`src/rtl/gray_sync_rx_if.sv`:
```
// Bundle of the Gray-count input, re-arm control and event handshake for gray_sync_rx.
// master drives the Gray count and consumer side; slave is the receiver.
interface gray_sync_rx_if #(
    parameter int W  = 4,
    parameter int CW = 8
);
    logic [W-1:0]  gray_in;
    logic          clear;
    logic          ev_ready;
    logic          ev_valid;
    logic [CW-1:0] ev_count;
    logic [W-1:0]  pos;
    logic          err;
    logic          ovf;

    modport master (
        output gray_in, clear, ev_ready,
        input  ev_valid, ev_count, pos, err, ovf
    );

    modport slave (
        input  gray_in, clear, ev_ready,
        output ev_valid, ev_count, pos, err, ovf
    );
endinterface

```
`src/rtl/gray_sync_rx.sv`:
```
// Synchronizes a foreign Gray count, checks that each change is one forward step,
// and reports accumulated forward steps as events over a valid/ready handshake.
module gray_sync_rx #(
    parameter int W  = 4,
    parameter int CW = 8
) (
    input  logic           clk,
    input  logic           rst_n,
    gray_sync_rx_if.slave  bus
);
    typedef enum logic [0:0] {IDLE = 1'b0, HOLD = 1'b1} state_t;

    logic [W-1:0]  s1_r, s2_r, prev_r;
    logic [CW-1:0] pend_r, ev_count_r;
    logic          err_r, ovf_r;
    state_t        state_r;

    logic [W-1:0]  diff_s, bin_prev_s, bin_next_s;
    logic          fwd_s, bad_s;
    logic [CW:0]   sum_s;
    logic [CW-1:0] sat_s;
    logic          sum_nz_s, sum_ovf_s;

    function automatic logic [W-1:0] gray2bin(input logic [W-1:0] g);
        logic [W-1:0] b;
        b = g;
        for (int i = W - 2; i >= 0; i--) begin
            b[i] = b[i + 1] ^ g[i];
        end
        return b;
    endfunction

    function automatic logic is_onehot(input logic [W-1:0] v);
        return (v != {W{1'b0}}) && ((v & (v - {{(W-1){1'b0}}, 1'b1})) == {W{1'b0}});
    endfunction

    // Classify the current synchronized sample against the previous one and form the saturated sum.
    always_comb begin
        diff_s     = s2_r ^ prev_r;
        bin_prev_s = gray2bin(prev_r);
        bin_next_s = bin_prev_s + {{(W-1){1'b0}}, 1'b1};
        fwd_s      = 1'b0;
        if (is_onehot(diff_s) && (gray2bin(s2_r) == bin_next_s)) begin
            fwd_s = 1'b1;
        end else begin
            fwd_s = 1'b0;
        end
        bad_s     = (diff_s != {W{1'b0}}) && !fwd_s;
        sum_s     = {1'b0, pend_r} + {{CW{1'b0}}, fwd_s};
        sum_nz_s  = (sum_s != {(CW+1){1'b0}});
        sum_ovf_s = sum_s[CW];
        if (sum_ovf_s) begin
            sat_s = {CW{1'b1}};
        end else begin
            sat_s = sum_s[CW-1:0];
        end
    end

    // Synchronizer, sample history, sticky flags and the event output FSM.
    always_ff @(posedge clk or negedge rst_n) begin
        if (!rst_n) begin
            s1_r       <= {W{1'b0}};
            s2_r       <= {W{1'b0}};
            prev_r     <= {W{1'b0}};
            pend_r     <= {CW{1'b0}};
            ev_count_r <= {CW{1'b0}};
            err_r      <= 1'b0;
            ovf_r      <= 1'b0;
            state_r    <= IDLE;
        end else begin
            s1_r   <= bus.gray_in;
            s2_r   <= s1_r;
            prev_r <= s2_r;
            if (bus.clear) begin
                // Re-arm: anything classified this cycle, including a held event, is dropped.
                pend_r  <= {CW{1'b0}};
                err_r   <= 1'b0;
                ovf_r   <= 1'b0;
                state_r <= IDLE;
            end else begin
                if (bad_s) begin
                    err_r <= 1'b1;
                end
                case (state_r)
                    IDLE: begin
                        if (sum_nz_s) begin
                            ev_count_r <= sat_s;
                            pend_r     <= {CW{1'b0}};
                            state_r    <= HOLD;
                        end
                    end
                    HOLD: begin
                        if (bus.ev_ready) begin
                            if (sum_nz_s) begin
                                ev_count_r <= sat_s;
                                pend_r     <= {CW{1'b0}};
                                if (sum_ovf_s) begin
                                    ovf_r <= 1'b1;
                                end
                            end else begin
                                state_r <= IDLE;
                            end
                        end else begin
                            pend_r <= sat_s;
                            if (sum_ovf_s) begin
                                ovf_r <= 1'b1;
                            end
                        end
                    end
                    default: begin
                        state_r <= IDLE;
                    end
                endcase
            end
        end
    end

    assign bus.ev_valid = (state_r == HOLD);
    assign bus.ev_count = ev_count_r;
    assign bus.pos      = gray2bin(prev_r);
    assign bus.err      = err_r;
    assign bus.ovf      = ovf_r;
endmodule

```
`src/flat_wrapper.sv`:
```
// flat-port wrapper written by rule: the top's interface ports become plain ports
module gray_sync_rx_flat 
#(
    parameter int W  = 4,
    parameter int CW = 8
)
  (clk, rst_n, bus_gray_in, bus_clear, bus_ev_ready, bus_ev_valid, bus_ev_count, bus_pos, bus_err, bus_ovf);
  gray_sync_rx_if #(.W(W), .CW(CW)) bus_i ();
  input  logic clk;
  input  logic rst_n;
  input wire logic [$bits(bus_i.gray_in)-1:0] bus_gray_in;
  input wire logic [$bits(bus_i.clear)-1:0] bus_clear;
  input wire logic [$bits(bus_i.ev_ready)-1:0] bus_ev_ready;
  output wire logic [$bits(bus_i.ev_valid)-1:0] bus_ev_valid;
  output wire logic [$bits(bus_i.ev_count)-1:0] bus_ev_count;
  output wire logic [$bits(bus_i.pos)-1:0] bus_pos;
  output wire logic [$bits(bus_i.err)-1:0] bus_err;
  output wire logic [$bits(bus_i.ovf)-1:0] bus_ovf;
  assign bus_i.gray_in = bus_gray_in;
  assign bus_i.clear = bus_clear;
  assign bus_i.ev_ready = bus_ev_ready;
  assign bus_ev_valid = bus_i.ev_valid;
  assign bus_ev_count = bus_i.ev_count;
  assign bus_pos = bus_i.pos;
  assign bus_err = bus_i.err;
  assign bus_ovf = bus_i.ovf;
  gray_sync_rx #(.W(W), .CW(CW)) u_core (.clk(clk), .rst_n(rst_n), .bus(bus_i));
endmodule
```
`config.mk`:
```
export PLATFORM = sky130hd
export DESIGN_NAME = gray_sync_rx_flat
export DESIGN_NICKNAME = d
export VERILOG_FILES = /design/src/rtl/gray_sync_rx_if.sv /design/src/rtl/gray_sync_rx.sv /design/src/flat_wrapper.sv
export SDC_FILE = /design/constraint.sdc
export NUM_CORES = 1
export LEC_CHECK = 0
export BUFFER_PORTS_ARGS = -buffer_cell sky130_fd_sc_hd__buf_4
export CORE_UTILIZATION = 38
export DETAILED_ROUTE_END_ITERATION = 12
export RECOVER_POWER = 100
export SKIP_LAST_GASP = 1
export SYNTH_ARGS = -nofsm -noshare
export SYNTH_HDL_FRONTEND = slang
export SYNTH_SLANG_ARGS = --single-unit
```
`constraint.sdc`:
```
create_clock -name clk -period 9.2 [get_ports clk]
set_clock_uncertainty 0.15 [all_clocks]
set_input_delay 1.84 -clock clk [delete_from_list [all_inputs] [get_ports clk]]
set_output_delay 1.84 -clock clk [all_outputs]
set_load 0.05 [all_outputs]
```
Yosys cells after proc, flatten, opt, wreduce, memory -nomap -nowiden
Index checks and enable logic that the tools add are counted.

Add/sub/neg operators: 3. Reductions and logical operators: 11. Eq/ne operators: 3. Muxes and demuxes: 20. Bitwise logic cells: 10.

Operators by type and width (count): $mux 8 (6); $pmux 8 s2 (2); $mux 1 (11); $add 8x1->9 (1); $reduce_bool 9->1 (1); $xor 1x1->1 (6); $add 4x1->4 const B (1); $and 4x4->4 (1); $eq 4x4->1 (1); $logic_not 4->1 (1); $reduce_and 2->1 (2); $reduce_bool 2->1 (2); $reduce_bool 4->1 (1); $sub 4x1->4 const B (1); $xor 4x4->4 (1); $logic_and 1x1->1 (3); $ne 3x2->1 const B (1); $ne 2x2->1 const B (1); $not 1->1 (2); $pmux 1 s2 (1); $logic_not 1->1 (1).

Word-level logic and storage cells: 55. Register bits after elaboration: 31.

Depth between registers and ports, before layout
Depth after elaboration: 13. Depth in mapped cells: 14. Gate-level depth less buffers: 13.

Worst setup path before layout
OpenSTA, ideal clock, no wires.

Kind: register to register. Start point: register u_core.prev_r[2]. End point: register u_core.ev_count_r[1] (netlist: u_core.bus.ev_count[1]). Arrival time: 4.495 ns. Buffers on the path: 0. Setup slack: 4.430 ns. Clock period less this slack: 4.770 ns. Library setup time: 0.125 ns. Stages on the path, launching flop included: 14. Path through: dfrtp_1 -> xnor2_1 -> inv_1 -> ha_1 -> xnor2_1 -> and4_1 -> o21ai_0 -> a211oi_1 -> ha_1 -> nand4_2 -> or4b_4 -> o21ai_4 -> a31oi_4 -> mux2_4.

Word-level cells in the longest chain between the ends: 12. Elaborated cells on any way between the ends: 19. Classes of those cells: add/sub (3); eq/ne (1); mux (5); bitwise (5); reduce/logical (5).

Ends and longest elaborated chain: start: declaration (line gray_sync_rx.sv:13) `logic [W-1:0] s1_r, s2_r, prev_r;`; start signal: assignment (line gray_sync_rx.sv:64) `prev_r <= {W{1'b0}};`; start signal: assignment (line gray_sync_rx.sv:73) `prev_r <= s2_r;`; $xor 1x1->1 (*); via bus_pos[2] (line flat_wrapper.sv:16) `output wire logic [$bits(bus_i.pos)-1:0] bus_pos;`; $xor 1x1->1 (*) (2 in series); via bus_pos[0] (line flat_wrapper.sv:16); $add 4x1->4 (*) (line gray_sync_rx.sv:41) `bin_next_s = bin_prev_s + {{(W-1){1'b0}}, 1'b1};`; $eq 4x4->1 (*) (line gray_sync_rx.sv:43) `if (is_onehot(diff_s) && (gray2bin(s2_r) == bin_next_s)) begin`; $logic_and 1x1->1 (*) (line gray_sync_rx.sv:43); $mux 1 (*) (line gray_sync_rx.sv:43); $add 8x1->9 (*) (line gray_sync_rx.sv:49) `sum_s = {1'b0, pend_r} + {{CW{1'b0}}, fwd_s};`; $reduce_bool 9->1 or $mux 8 (tied branches) (line gray_sync_rx.sv:50, gray_sync_rx.sv:52); $mux 8 (*) (line gray_sync_rx.sv:86, gray_sync_rx.sv:94); $mux 8 (line gray_sync_rx.sv:93) `if (bus.ev_ready) begin`; $pmux 8 s2 (*) (line gray_sync_rx.sv:84) `case (state_r)`; end signal: assignment (line gray_sync_rx.sv:66) `ev_count_r <= {CW{1'b0}};`; end signal: assignment (line gray_sync_rx.sv:87) `ev_count_r <= sat_s;`; end signal: assignment (line gray_sync_rx.sv:95) `ev_count_r <= sat_s;`; end: declaration (line gray_sync_rx.sv:14) `logic [CW-1:0] pend_r, ev_count_r;`.

Mark *: on every way through the listed nets, which the timed path passes. The rest lies on a longest branch. The select of a mux whose other input is x is not followed. A chain may end at the register's enable or synchronous reset.

Final worst setup path
Start point: register u_core.prev_r[3]. End point: register u_core.ev_count_r[2] (netlist: u_core.bus.ev_count[2]).

Word-level cells in the longest chain between the ends: 12. Elaborated cells on any way between the ends: 19. Classes of those cells: add/sub (3); eq/ne (1); mux (5); bitwise (5); reduce/logical (5).

Ends and longest elaborated chain (line): $xor 1x1->1 or $xor 4x4->4 (tied branches) (gray_sync_rx.sv:28, gray_sync_rx.sv:39); $xor 1x1->1 or $sub 4x1->4 (tied branches) (gray_sync_rx.sv:28, gray_sync_rx.sv:34); $xor 1x1->1 or $and 4x4->4 (tied branches) (gray_sync_rx.sv:28, gray_sync_rx.sv:34); $add 4x1->4 or $logic_not 4->1 (tied branches) (gray_sync_rx.sv:41, gray_sync_rx.sv:34); $eq 4x4->1 or $logic_and 1x1->1 (tied branches) (gray_sync_rx.sv:43, gray_sync_rx.sv:34); $logic_and 1x1->1 (*) (gray_sync_rx.sv:43); $mux 1 (*) (gray_sync_rx.sv:43); $add 8x1->9 (*) (gray_sync_rx.sv:49); $reduce_bool 9->1 or $mux 8 (tied branches) (gray_sync_rx.sv:50, gray_sync_rx.sv:52); $mux 8 (*) (gray_sync_rx.sv:86, gray_sync_rx.sv:94); $mux 8 (gray_sync_rx.sv:93); $pmux 8 s2 (*) (gray_sync_rx.sv:84).

Mark *: on every way between the ends. The rest lies on a longest branch, timed or not. The select of a mux whose other input is x is not followed.

==> impl_metrics.env <==
export IMPL_status="finished with violations"
export IMPL_violations="capacitance limit, slew limit"
export IMPL_grt_pass1_vias=1043
export IMPL_die_height_um=65.6
export IMPL_r2r_cells=13
export IMPL_syn2layout_area_growth_pct=13.8
export IMPL_clock_sinks=31
export IMPL_whs_path_depth=0
export IMPL_finalNonFillerCells=214
export IMPL_die_area_mm2=0.00430
export IMPL_worstSetupStartpointType="flip-flop"
export IMPL_nets=176
export IMPL_timing_final_ws_setup_ns=4.54
export IMPL_yosysUniqueCellTypes=43
export IMPL_crit_chain="xnor2_1 -> inv_1 -> ha_1 -> xnor2_1 -> and4_1 -> o21ai_0 -> a211oi_1 -> ha_1 -> nand4_1 -> or2_0 -> a221oi_1 -> a31oi_1 -> mux2_4"
export IMPL_portBuffers=22
export IMPL_cts_tree="built"
export IMPL_drt_total_wl_um=2910
export IMPL_hold_class="reg2reg"
export IMPL_max_stage_delay_ns=0.54
export IMPL_finalHoldViolCount=0
export IMPL_clk_latency_ns=0.28
export IMPL_leakagePower_nw=0.754
export IMPL_drc=0
export IMPL_slew_limit_headroom=-0.0537
export IMPL_worstMarginPinSlew_ns=1.58
export IMPL_h_tree_depth=2
export IMPL_holdCritStartpoint="u_core.s1_r[0]"
export IMPL_fmaxAchievable_ghz=0.215
export IMPL_cts_root_buffer="clkbuf_8"
export IMPL_syn_avg_cell_area_um2=11.1
export IMPL_rsz0062_at_grt="false"
export IMPL_final_common_cell="dfrtp_1"
export IMPL_slowest_stage="a221oi_1"
export IMPL_n_fill_cell=353
export IMPL_regToRegStartpoint="u_core.prev_r[3]"
export IMPL_dieWidth_um=65.6
export IMPL_place_inst=206
export IMPL_grt_overflow_total=0
export IMPL_cap_violations=1
export IMPL_cts_buffers=5
export IMPL_hold_ws_ns=0.199
export IMPL_drt_pass1_iter_count=4
export IMPL_place_gp_congestion=0.928
export IMPL_slew_viol_final=32
export IMPL_path_max_fanout=7
export IMPL_finalCritPeriodShare=0.506
export IMPL_synth_cells=139
export IMPL_drive_gt1_frac=0.169
export IMPL_antenna_found_initial=0
export IMPL_ctsResizeCount=0
export IMPL_power_density_mw_per_mm2=209
export IMPL_synth_edff_count=0
export IMPL_io_pins=23
export IMPL_drtAntennaViolNets=0
export IMPL_track_usage=0.156
export IMPL_synth_nets=150
export IMPL_setup_viol=0
export IMPL_antennaDiodeCount=0
export IMPL_cp_data_required_time_ns=9.21
export IMPL_endpoint_kind="flip-flop"
export IMPL_grt_max_degree=32
export IMPL_cts_hold_buf=0
export IMPL_place_hpwl_um=2050
export IMPL_finalSetupTns_ns=0
export IMPL_drt_iter0_markers=55
export IMPL_fp_coreArea_mm2=0.00377
export IMPL_synthFlopType="dfrtp_1"
export IMPL_clk_pin_slew_ns=0.07
export IMPL_arrival_ns=4.67
export IMPL_peakVddDrop_mv=0.145
export IMPL_startpoint="u_core.prev_r[3]"
export IMPL_final_cell_mix="dfrtp_1 (31), clkbuf_1 (16), nand2_1 (11), nor2_1 (11), inv_1 (10)"
export IMPL_period_needed_ns=4.66
export IMPL_ys_ff_latch=31
export IMPL_path_class="reg2reg"
export IMPL_pre_cts_ws_ns=5.10
export IMPL_grt_pass1_wl_um=4860
export IMPL_rows=22
export IMPL_cts_setup_buffers=0
export IMPL_wl_per_cell_um=13.6
export IMPL_vias_per_cell=5.12
export IMPL_clk_path_buf_depth=2
export IMPL_initial_core_util=0.407
export IMPL_synth_async_reset_ratio=1.00
export IMPL_ys_seq_area_frac=0.505
export IMPL_vias=1096
export IMPL_ys_warn_count=0
export IMPL_synth_area_mm2=0.00154
## cells in the mapped netlist, types with 4 or more instances
master	instances	area, um^2
dfrtp_1	31	776
nand2_1	11	41.3
nor2_1	11	41.3
inv_1	10	37.5
a21oi_1	7	35.0
mux2i_1	5	50.1
nor2b_1	4	25.0
xnor2_1	4	35.0
## layer usage
| metal | track usage | vias to the layer above | routed length, um |
|---|---|---|---|
| met2 | 0.231 | 25 | 1340 |
| li1 | - | 533 | - |
| met3 | 0.0469 | 6 | 115 |
| met5 | 0 | - | 0 |
| met1 | 0.199 | 532 | 1380 |
| met4 | 0.0924 | 0 | 72 |
## state kept, by name, indices dropped and copies added (netlist names)
signal / cells
u_core.bus.ev_count: 8
u_core.s1_r: 4
u_core.bus.ovf: 1
u_core.bus.ev_valid: 1
u_core.s2_r: 4
u_core.pend_r: 8
u_core.bus.err: 1
u_core.prev_r: 4
## path summary, 6_finish.rpt
kind                                     endpoint  slack (ns)
setup / recovery           u_core.bus.ev_count[2]        4.54
hold / removal                     u_core.s2_r[0]        0.20
setup reg to reg           u_core.bus.ev_count[2]        4.54
hold reg to reg                    u_core.s2_r[0]        0.20
max in group asynchronous        u_core.prev_r[1]        6.19
min in group asynchronous        u_core.pend_r[0]        1.79
## final cells by class
class / count / area (um^2) / area share
Tap cell: 48 / 60.1 / 0.0344
Clock inverter: 1 / 7.51 / 0.00429
Multi-Input combinational cell: 95 / 666 / 0.381
Inverter: 10 / 37.5 / 0.0215
Clock buffer: 7 / 96.3 / 0.0551
Timing Repair Buffer: 22 / 105 / 0.0601
Sequential cell: 31 / 776 / 0.444
## per-stage QoR
step | util | instance area (um^2) | power (W)
global route | 0.464 | 1750 | 0.000383
finish | 0.464 | 1750 | 0.000365
detailed placement | 0.462 | 1740 | 0.000263
CTS | 0.490 | 1850 | 0.000382
global placement | 0.462 | 1740 | 0.000262
floorplan | - | 1540 | 0.000230
## kinds of logic (layout without fill, tap and decap cells)
logic type	Yosys count	in the layout	synth area share
simple gates	52	52	0.200
flops	31	31	0.505
compound gates	25	25	0.133
buf+inv	13	40	0.0366
mux	8	8	0.0619
xor+xnor	7	7	0.0399
fa+ha+maj	3	3	0.0244
## where the power goes
group | total, W | switching [W] | internal, W
Clock | 0.000118 | 0.0000503 | 0.0000679
Combinational | 0.0000880 | 0.0000698 | 0.0000182
Sequential | 0.000159 | 0.00000838 | 0.000150
## critical path: cells and delay by family (launching register included)
kind,cells,cell delay [ns]
compound gates,4,1.51
simple gates,3,0.73
fa+ha+maj,2,0.69
xor+xnor,2,0.52
mux,1,0.43
flops,1,0.41
buf+inv,1,0.09
(Power assumes the default switching activity.)
